==> src/rtl/instr_ram_arbiter_pkg.sv <==
// Shared definitions for the instruction RAM arbiter and its neighbours
// (fetch stage, boot loader).
package instr_ram_arbiter_pkg;

  localparam int unsigned DEF_ADDR_WIDTH = 10;
  localparam int unsigned DEF_DATA_WIDTH = 32;
  localparam int unsigned STARVE_CNT_WIDTH = 4;

  typedef enum logic {
    BOOT = 1'b0,
    RUN  = 1'b1
  } arb_state_t;

endpackage

==> src/rtl/instr_ram_arbiter_if.sv <==
// Fetch, loader and RAM-macro signals seen by the instruction RAM arbiter.
// slave = arbiter side, master = requesters/RAM side.
interface instr_ram_arbiter_if
  import instr_ram_arbiter_pkg::*;
#(
  parameter int unsigned ADDR_WIDTH = DEF_ADDR_WIDTH,
  parameter int unsigned DATA_WIDTH = DEF_DATA_WIDTH
);

  logic                  fetch_req;
  logic [ADDR_WIDTH-1:0] fetch_addr;
  logic                  fetch_gnt;
  logic                  fetch_valid;
  logic [DATA_WIDTH-1:0] fetch_data;

  logic                  load_req;
  logic [ADDR_WIDTH-1:0] load_addr;
  logic [DATA_WIDTH-1:0] load_data;
  logic                  load_done;
  logic                  load_gnt;

  logic                  cpu_hold;

  logic                  ram_en;
  logic                  ram_we;
  logic [ADDR_WIDTH-1:0] ram_addr;
  logic [DATA_WIDTH-1:0] ram_wdata;
  logic [DATA_WIDTH-1:0] ram_rdata;

  modport slave (
    input  fetch_req, fetch_addr, load_req, load_addr, load_data, load_done,
           ram_rdata,
    output fetch_gnt, fetch_valid, fetch_data, load_gnt, cpu_hold,
           ram_en, ram_we, ram_addr, ram_wdata
  );

  modport master (
    output fetch_req, fetch_addr, load_req, load_addr, load_data, load_done,
           ram_rdata,
    input  fetch_gnt, fetch_valid, fetch_data, load_gnt, cpu_hold,
           ram_en, ram_we, ram_addr, ram_wdata
  );

endinterface

==> src/rtl/instr_ram_arbiter_prio.sv <==
// Run-mode selector: fetch wins over load unless force_load pushes a
// pending load through. At most one grant is ever asserted.
module instr_ram_prio (
  input  logic fetch_req,
  input  logic load_req,
  input  logic force_load,
  output logic fetch_gnt,
  output logic load_gnt
);

  always_comb begin
    fetch_gnt = 1'b0;
    load_gnt  = 1'b0;
    if (load_req && (force_load || !fetch_req)) begin
      load_gnt = 1'b1;
    end else if (fetch_req) begin
      fetch_gnt = 1'b1;
    end
  end

endmodule

==> src/rtl/instr_ram_arbiter.sv <==
// Shares the single-port instruction RAM between boot loader writes and
// fetch reads; holds the CPU during BOOT, fetch-priority with anti-starvation in RUN.
module instr_ram_arbiter
  import instr_ram_arbiter_pkg::*;
#(
  parameter int unsigned ADDR_WIDTH   = DEF_ADDR_WIDTH,
  parameter int unsigned DATA_WIDTH   = DEF_DATA_WIDTH,
  parameter int unsigned STARVE_LIMIT = 4
) (
  input  logic              clock,
  input  logic              reset,
  instr_ram_arbiter_if.slave bus
);

  localparam logic [STARVE_CNT_WIDTH-1:0] LIMIT = STARVE_CNT_WIDTH'(STARVE_LIMIT);

  arb_state_t                  state, state_nxt;
  logic [STARVE_CNT_WIDTH-1:0] starve_cnt;
  logic                        fetch_gnt, load_gnt;
  logic                        prio_fetch_gnt, prio_load_gnt;
  logic                        fetch_valid;

  instr_ram_prio u_prio (
    .fetch_req  (bus.fetch_req),
    .load_req   (bus.load_req),
    .force_load (starve_cnt == LIMIT),
    .fetch_gnt  (prio_fetch_gnt),
    .load_gnt   (prio_load_gnt)
  );

  always_ff @(posedge clock or negedge reset) begin
    if (!reset) begin
      state <= BOOT;
    end else begin
      state <= state_nxt;
    end
  end

  // Grants are gated by reset so nothing reaches the RAM while it is asserted.
  always_comb begin
    state_nxt = state;
    fetch_gnt = 1'b0;
    load_gnt  = 1'b0;
    if (reset) begin
      unique case (state)
        BOOT: begin
          load_gnt = bus.load_req;
          if (bus.load_done) begin
            state_nxt = RUN;
          end
        end
        RUN: begin
          fetch_gnt = prio_fetch_gnt;
          load_gnt  = prio_load_gnt;
        end
        default: state_nxt = BOOT;
      endcase
    end
  end

  always_ff @(posedge clock or negedge reset) begin
    if (!reset) begin
      starve_cnt <= '0;
    end else if (state != RUN || load_gnt || !bus.load_req) begin
      starve_cnt <= '0;
    end else if (fetch_gnt && starve_cnt < LIMIT) begin
      starve_cnt <= starve_cnt + 1'b1;
    end
  end

  always_ff @(posedge clock or negedge reset) begin
    if (!reset) begin
      fetch_valid <= 1'b0;
    end else begin
      fetch_valid <= fetch_gnt;
    end
  end

  always_comb begin
    bus.ram_addr  = '0;
    bus.ram_wdata = '0;
    if (load_gnt) begin
      bus.ram_addr  = bus.load_addr;
      bus.ram_wdata = bus.load_data;
    end else if (fetch_gnt) begin
      bus.ram_addr  = bus.fetch_addr;
    end
  end

  assign bus.ram_en      = fetch_gnt | load_gnt;
  assign bus.ram_we      = load_gnt;
  assign bus.fetch_gnt   = fetch_gnt;
  assign bus.load_gnt    = load_gnt;
  assign bus.fetch_valid = fetch_valid;
  assign bus.fetch_data  = bus.ram_rdata;
  assign bus.cpu_hold    = (state == BOOT);

endmodule

==> src/flat_wrapper.sv <==
// flat-port wrapper written by rule: the top's interface ports become plain ports
module instr_ram_arbiter_flat import instr_ram_arbiter_pkg::*;
#(
  parameter int unsigned ADDR_WIDTH   = DEF_ADDR_WIDTH,
  parameter int unsigned DATA_WIDTH   = DEF_DATA_WIDTH,
  parameter int unsigned STARVE_LIMIT = 4
)
  (clock, reset, bus_fetch_req, bus_fetch_addr, bus_load_req, bus_load_addr, bus_load_data, bus_load_done, bus_ram_rdata, bus_fetch_gnt, bus_fetch_valid, bus_fetch_data, bus_load_gnt, bus_cpu_hold, bus_ram_en, bus_ram_we, bus_ram_addr, bus_ram_wdata);
  instr_ram_arbiter_if #(.ADDR_WIDTH(ADDR_WIDTH), .DATA_WIDTH(DATA_WIDTH)) bus_i ();
  input  logic clock;
  input  logic reset;
  input wire logic [$bits(bus_i.fetch_req)-1:0] bus_fetch_req;
  input wire logic [$bits(bus_i.fetch_addr)-1:0] bus_fetch_addr;
  input wire logic [$bits(bus_i.load_req)-1:0] bus_load_req;
  input wire logic [$bits(bus_i.load_addr)-1:0] bus_load_addr;
  input wire logic [$bits(bus_i.load_data)-1:0] bus_load_data;
  input wire logic [$bits(bus_i.load_done)-1:0] bus_load_done;
  input wire logic [$bits(bus_i.ram_rdata)-1:0] bus_ram_rdata;
  output wire logic [$bits(bus_i.fetch_gnt)-1:0] bus_fetch_gnt;
  output wire logic [$bits(bus_i.fetch_valid)-1:0] bus_fetch_valid;
  output wire logic [$bits(bus_i.fetch_data)-1:0] bus_fetch_data;
  output wire logic [$bits(bus_i.load_gnt)-1:0] bus_load_gnt;
  output wire logic [$bits(bus_i.cpu_hold)-1:0] bus_cpu_hold;
  output wire logic [$bits(bus_i.ram_en)-1:0] bus_ram_en;
  output wire logic [$bits(bus_i.ram_we)-1:0] bus_ram_we;
  output wire logic [$bits(bus_i.ram_addr)-1:0] bus_ram_addr;
  output wire logic [$bits(bus_i.ram_wdata)-1:0] bus_ram_wdata;
  assign bus_i.fetch_req = bus_fetch_req;
  assign bus_i.fetch_addr = bus_fetch_addr;
  assign bus_i.load_req = bus_load_req;
  assign bus_i.load_addr = bus_load_addr;
  assign bus_i.load_data = bus_load_data;
  assign bus_i.load_done = bus_load_done;
  assign bus_i.ram_rdata = bus_ram_rdata;
  assign bus_fetch_gnt = bus_i.fetch_gnt;
  assign bus_fetch_valid = bus_i.fetch_valid;
  assign bus_fetch_data = bus_i.fetch_data;
  assign bus_load_gnt = bus_i.load_gnt;
  assign bus_cpu_hold = bus_i.cpu_hold;
  assign bus_ram_en = bus_i.ram_en;
  assign bus_ram_we = bus_i.ram_we;
  assign bus_ram_addr = bus_i.ram_addr;
  assign bus_ram_wdata = bus_i.ram_wdata;
  instr_ram_arbiter #(.ADDR_WIDTH(ADDR_WIDTH), .DATA_WIDTH(DATA_WIDTH), .STARVE_LIMIT(STARVE_LIMIT)) u_core (.clock(clock), .reset(reset), .bus(bus_i));
endmodule
==> config.mk <==
export PLATFORM = sky130hd
export DESIGN_NAME = instr_ram_arbiter_flat
export DESIGN_NICKNAME = d
export VERILOG_FILES = /design/src/rtl/instr_ram_arbiter_pkg.sv /design/src/rtl/instr_ram_arbiter_if.sv /design/src/rtl/instr_ram_arbiter_prio.sv /design/src/rtl/instr_ram_arbiter.sv /design/src/flat_wrapper.sv
export SDC_FILE = /design/constraint.sdc
export NUM_CORES = 1
export LEC_CHECK = 0
export ABC_AREA = 1
export BUFFER_PORTS_ARGS = -buffer_cell sky130_fd_sc_hd__buf_2
export CAP_MARGIN = 15
export CORE_AREA = 5 5 67 63
export DETAILED_ROUTE_END_ITERATION = 10
export DIE_AREA = 0 0 72 68
export GPL_ROUTABILITY_DRIVEN = 0
export HOLD_SLACK_MARGIN = 0.1
export PLACE_DENSITY = 0.85
export SYNTH_ARGS = -nofsm -noshare
export SYNTH_HDL_FRONTEND = slang
export SYNTH_SLANG_ARGS = --single-unit
export TNS_END_PERCENT = 30
==> constraint.sdc <==
create_clock -name clock -period 3.8 [get_ports clock]
set_clock_uncertainty 0.15 [all_clocks]
set_input_delay 1.14 -clock clock [delete_from_list [all_inputs] [get_ports clock]]
set_output_delay 1.14 -clock clock [all_outputs]
set_load 0.02 [all_outputs]
# == Word-level counts from Yosys, hierarchy flattened ==
# Cells that the tools add are included.
# classes
reduce_logical,8
mux,14
n_eq_ne,1
addsub,1
order_cmp,1
bitwise_logic,2
# ops
cell,count
$mux W32,1
$mux W10,2
$mux W1,8
$mux W4,2
$add A4 B1 Y4 const B,1
$eq A4 B3 Y1 const B,1
$lt A4 B3 Y1 const B,1
$logic_or A1 B1 Y1,3
$logic_and A1 B1 Y1,2
$logic_not A1 Y1,2
$pmux W1 S2,1
$reduce_bool A2 Y1,1
$not A1 Y1,1
$or A1 B1 Y1,1
# word_totals
in_bits,89
elab_cells,30
output_inout_bits,80
ff_bits,6

# == Longest topological paths before layout ==
# depth
depth_word,9
mapped_depth,10
ltp_nobuf,9

# == By module ==
# Synthesis repeated with hierarchy kept, for this count alone.
# hier_totals
cells_unflattened,181
area_unflattened_um2,1028.5
# by_module_without_submodules
module,seq_area_each_um2,area_per_inst_um2,cells_per_inst,instances
instr_ram_arbiter,150.1,1001.0,177,1
instr_ram_prio,0.0,27.5,4,1

# == Worst setup path after synthesis ==
# OpenSTA, ideal clock, no wires.
# synth_timing
path_type,input -> output
startpoint,input bus_load_req
endpoint,output bus_ram_wdata[22]
t_arrival_ps,1815
setup_slack_ps,695
cell_stages,5
path_cell_list,nand2_1 -> inv_1 -> nand2_2 -> buf_2 -> nor2_1
# synth_via
elab_chain_len,5
# synth_lines
element,line_no,rtl
from (decl),flat_wrapper.sv:14,input wire logic [$bits(bus_i.load_req)-1:0] bus_load_req;
$logic_and A1 B1 Y1,instr_ram_arbiter_prio.sv:14,if (load_req && (force_load || !fetch_req)) begin
$mux W1,instr_ram_arbiter_prio.sv:14,
$pmux W1 S2 (*),instr_ram_arbiter.sv:45,unique case (state)
$mux W1 (*),instr_ram_arbiter.sv:44,if (reset) begin
$mux W32 (*),instr_ram_arbiter.sv:82,if (load_gnt) begin
to (decl),flat_wrapper.sv:27,output wire logic [$bits(bus_i.ram_wdata)-1:0] bus_ram_wdata;
# Every way passes the cells marked *; elsewhere a longest branch is shown, timed or not.

# == Worst setup path in the final report ==
# layout_timing
startpoint,input reset
endpoint,output bus_ram_wdata[24]
# layout_via
elab_chain_len,2
# layout_lines
element,line_no,rtl
from (decl),flat_wrapper.sv:11,input logic reset;
$mux W1,instr_ram_arbiter.sv:44,
$mux W32,instr_ram_arbiter.sv:82,
# Every way passes these cells.

==> flow_metrics.tcl <==
set metrics [dict create \
    cp.required_ns 2.51 \
    dr.first_iter.drc_count 32 \
    rsz0062_at_grt "false" \
    path_buf_inv 4 \
    final_antenna_net_count 0 \
    synth_nets 265 \
    die_h_um 68 \
    path_common_cell "buf_2" \
    maxSlewViolCount 0 \
    root_buffer "clkbuf_8" \
    io_pins 169 \
    drc 0 \
    synth_cells 174 \
    cts_buffers 3 \
    post_drt_wl_per_cell_um 10.1 \
    htreeDepth 1 \
    max_freq_mhz 294 \
    clk_path_buf_depth 2 \
    crit_path_end_kind "output port" \
    synth_cell_types 15 \
    drt-pass1-iter-count 4 \
    dp_hpwl_mm 2.56 \
    arrival_ns 2.11 \
    slowest_stage "buf_4" \
    cts_tree "built" \
    num-fill-cells 392 \
    synth_area_um2 981 \
    final-hold-violation-count 0 \
    hold_ws_ns 0.394 \
    drv_cap 0 \
    core_um2 3520 \
    setup-violations-final 0 \
    critPathMaxStageDelay_ns 0.22 \
    clkLatencyLatePin_ns 0.22 \
    synth_area_leaders "buf_4, dfrtp_1, inv_1" \
    vias_per_cell 4.03 \
    seq_area_frac_synth_pct 15.3 \
    startpoint_type "input port" \
    antenna_cells 0 \
    synth_seq_cells 6 \
    start_util_pct 27.9 \
    dieArea_um2 4900 \
    postSynthAreaPerCell_um2 5.64 \
    ir_drop_v 0.000175 \
    drive_gt1_share_pct 48.4 \
    cts_resized 0 \
    min_path_type "reg -> reg" \
    gr-total-overflow 0 \
    slew_headroom_pct 79.3 \
    ctsHoldBuffers 0 \
    grt_max_degree 34 \
    groute.usage.overall_pct 11.1 \
    core.rowCount 21 \
    cpLargestDelayFamily "buffers and inverters" \
    powerDensity_nw_per_um2 199 \
    path_class "in -> out" \
    antenna_found_initial 0 \
    synth_top_area_cell "buf_4" \
    timing.final.crit_share_pct 89.6 \
    wl_mm 2.93 \
    crit_fanout 33 \
    io_buffers 104 \
    yosysWarnings 0 \
    path_cells "buf_2, nand2_1, inv_1, nand2_2, buf_4, nor2_1, buf_2" \
    min_period_ns 3.40 \
    synth_top_area_share_pct 25.3 \
    final_nets 337 \
    dr_total_vias 1168 \
    p_leak_nw 1.03 \
    tightest_slew_ns 0.311 \
    grt_pass1_wl_mm 4.31 \
    finalSetupTns_ns 0 \
    clock-sinks 6 \
    clkTransAtPathRegs_ns 0.03 \
    area_growth_pct 34.8 \
    cts_setup_buffers 0 \
    die_w_um 72 \
    first_global_vias 992 \
    status "complete, no violations" \
]
## area by class of cell
cell class | instances | area [um^2] | area share (%)
well taps | 46 | 57.6 | 4.35
flip-flops and latches | 6 | 150 | 11.4
clock buffers | 3 | 41.3 | 3.12
inverters | 42 | 158 | 11.9
multi-input cells | 88 | 388 | 29.3
repair buffers | 105 | 528 | 39.9
## cell usage in the layout, fill, tap and decap left out
master and instances:
nand2_2 2, dfrtp_1 6, nand4_1 1, and3_2 1, nand2_1 39, inv_2 3, clkbuf_8 3, inv_1 39
buf_4 1, ha_1 2, nand3_1 5, buf_2 104, nand3_2 2, nor2_1 34, a21oi_2 2
## stage by stage
stage          instances  cell area [um^2]  setup WS [ns]  power (mW)  util [%]
3_3_place_gp         287              1280          0.412       0.170      36.4
3_5_place_dp         287              1280          0.361       0.172      36.4
4_1_cts              290              1320          0.360       0.269      37.6
2_1_floorplan        174               981          0.695       0.173         -
5_1_grt              290              1320          0.249       0.283      37.6
6_report             290              1320          0.397       0.263      37.6
## kinds of logic after synthesis
kind of cell / share of synthesized area [%]
and+or+nand+nor: 35.2
buffers and inverters: 45.2
DFF: 15.3
AOI/OAI and AO/OA: 1.79
adders and majority gates: 2.55
## worst register-to-register path, delay by kind of cell, from the launching register on
kind / cells / cell delay, ns
AND/OR/NAND/NOR: 4 / 0.39
adder cells (fa/ha/maj): 1 / 0.20
AO/OA/AOI/OAI: 1 / 0.25
buffers and inverters: 1 / 0.06
flip-flops: 1 / 0.36
## report_power, final
group          leakage, nW  internal [mW]  switching [mW]
clock               0.0216         0.0679          0.0259
sequential          0.0773         0.0657        0.000839
combinational        0.927         0.0425          0.0604
total                 1.03          0.176          0.0871
## metal layers
layer	wire, um	vias to the layer above	share of wire, %	global-route usage [%]
li1	-	597	-	-
met1	993	470	34	12.0
met2	1360	87	46	18.6
met3	464	14	16	4.26
met4	113	0	3.9	7.04
met5	0	-	0	0
## cells in the mapped netlist, drive strengths merged
| cell type | count |
|---|---|
| nand4 | 1 |
| ha | 2 |
| nor2 | 34 |
| and3 | 1 |
| a21oi | 2 |
| nand3 | 7 |
| buf | 38 |
| inv | 42 |
| dfrtp | 6 |
| nand2 | 41 |
## state kept, by name (all words and copies together) (netlist names)
register,flops
u_core.starve_cnt,4
u_core.state,1
u_core.bus.fetch_valid,1
## path summary, 6_finish.rpt
| kind | start | endpoint | slack [ns] | depth (start not counted) |
|---|---|---|---|---|
| setup / recovery | reset | bus_ram_wdata[24] | 0.40 | 7 |
| hold / removal | u_core.starve_cnt[0]$_DFFE_PN0P_ | u_core.starve_cnt[0]$_DFFE_PN0P_ | 0.39 | 2 |
| setup reg to reg | u_core.starve_cnt[0]$_DFFE_PN0P_ | u_core.starve_cnt[1]$_DFFE_PN0P_ | 2.32 | 7 |
| hold reg to reg | u_core.starve_cnt[0]$_DFFE_PN0P_ | u_core.starve_cnt[0]$_DFFE_PN0P_ | 0.39 | 2 |
| max in group asynchronous | reset | u_core.starve_cnt[2]$_DFFE_PN0P_ | 2.74 | 1 |
| min in group asynchronous | reset | u_core.bus.fetch_valid$_DFF_PN0_ | 0.60 | 1 |
No activity file was read; power rests on OpenSTA's default activity.
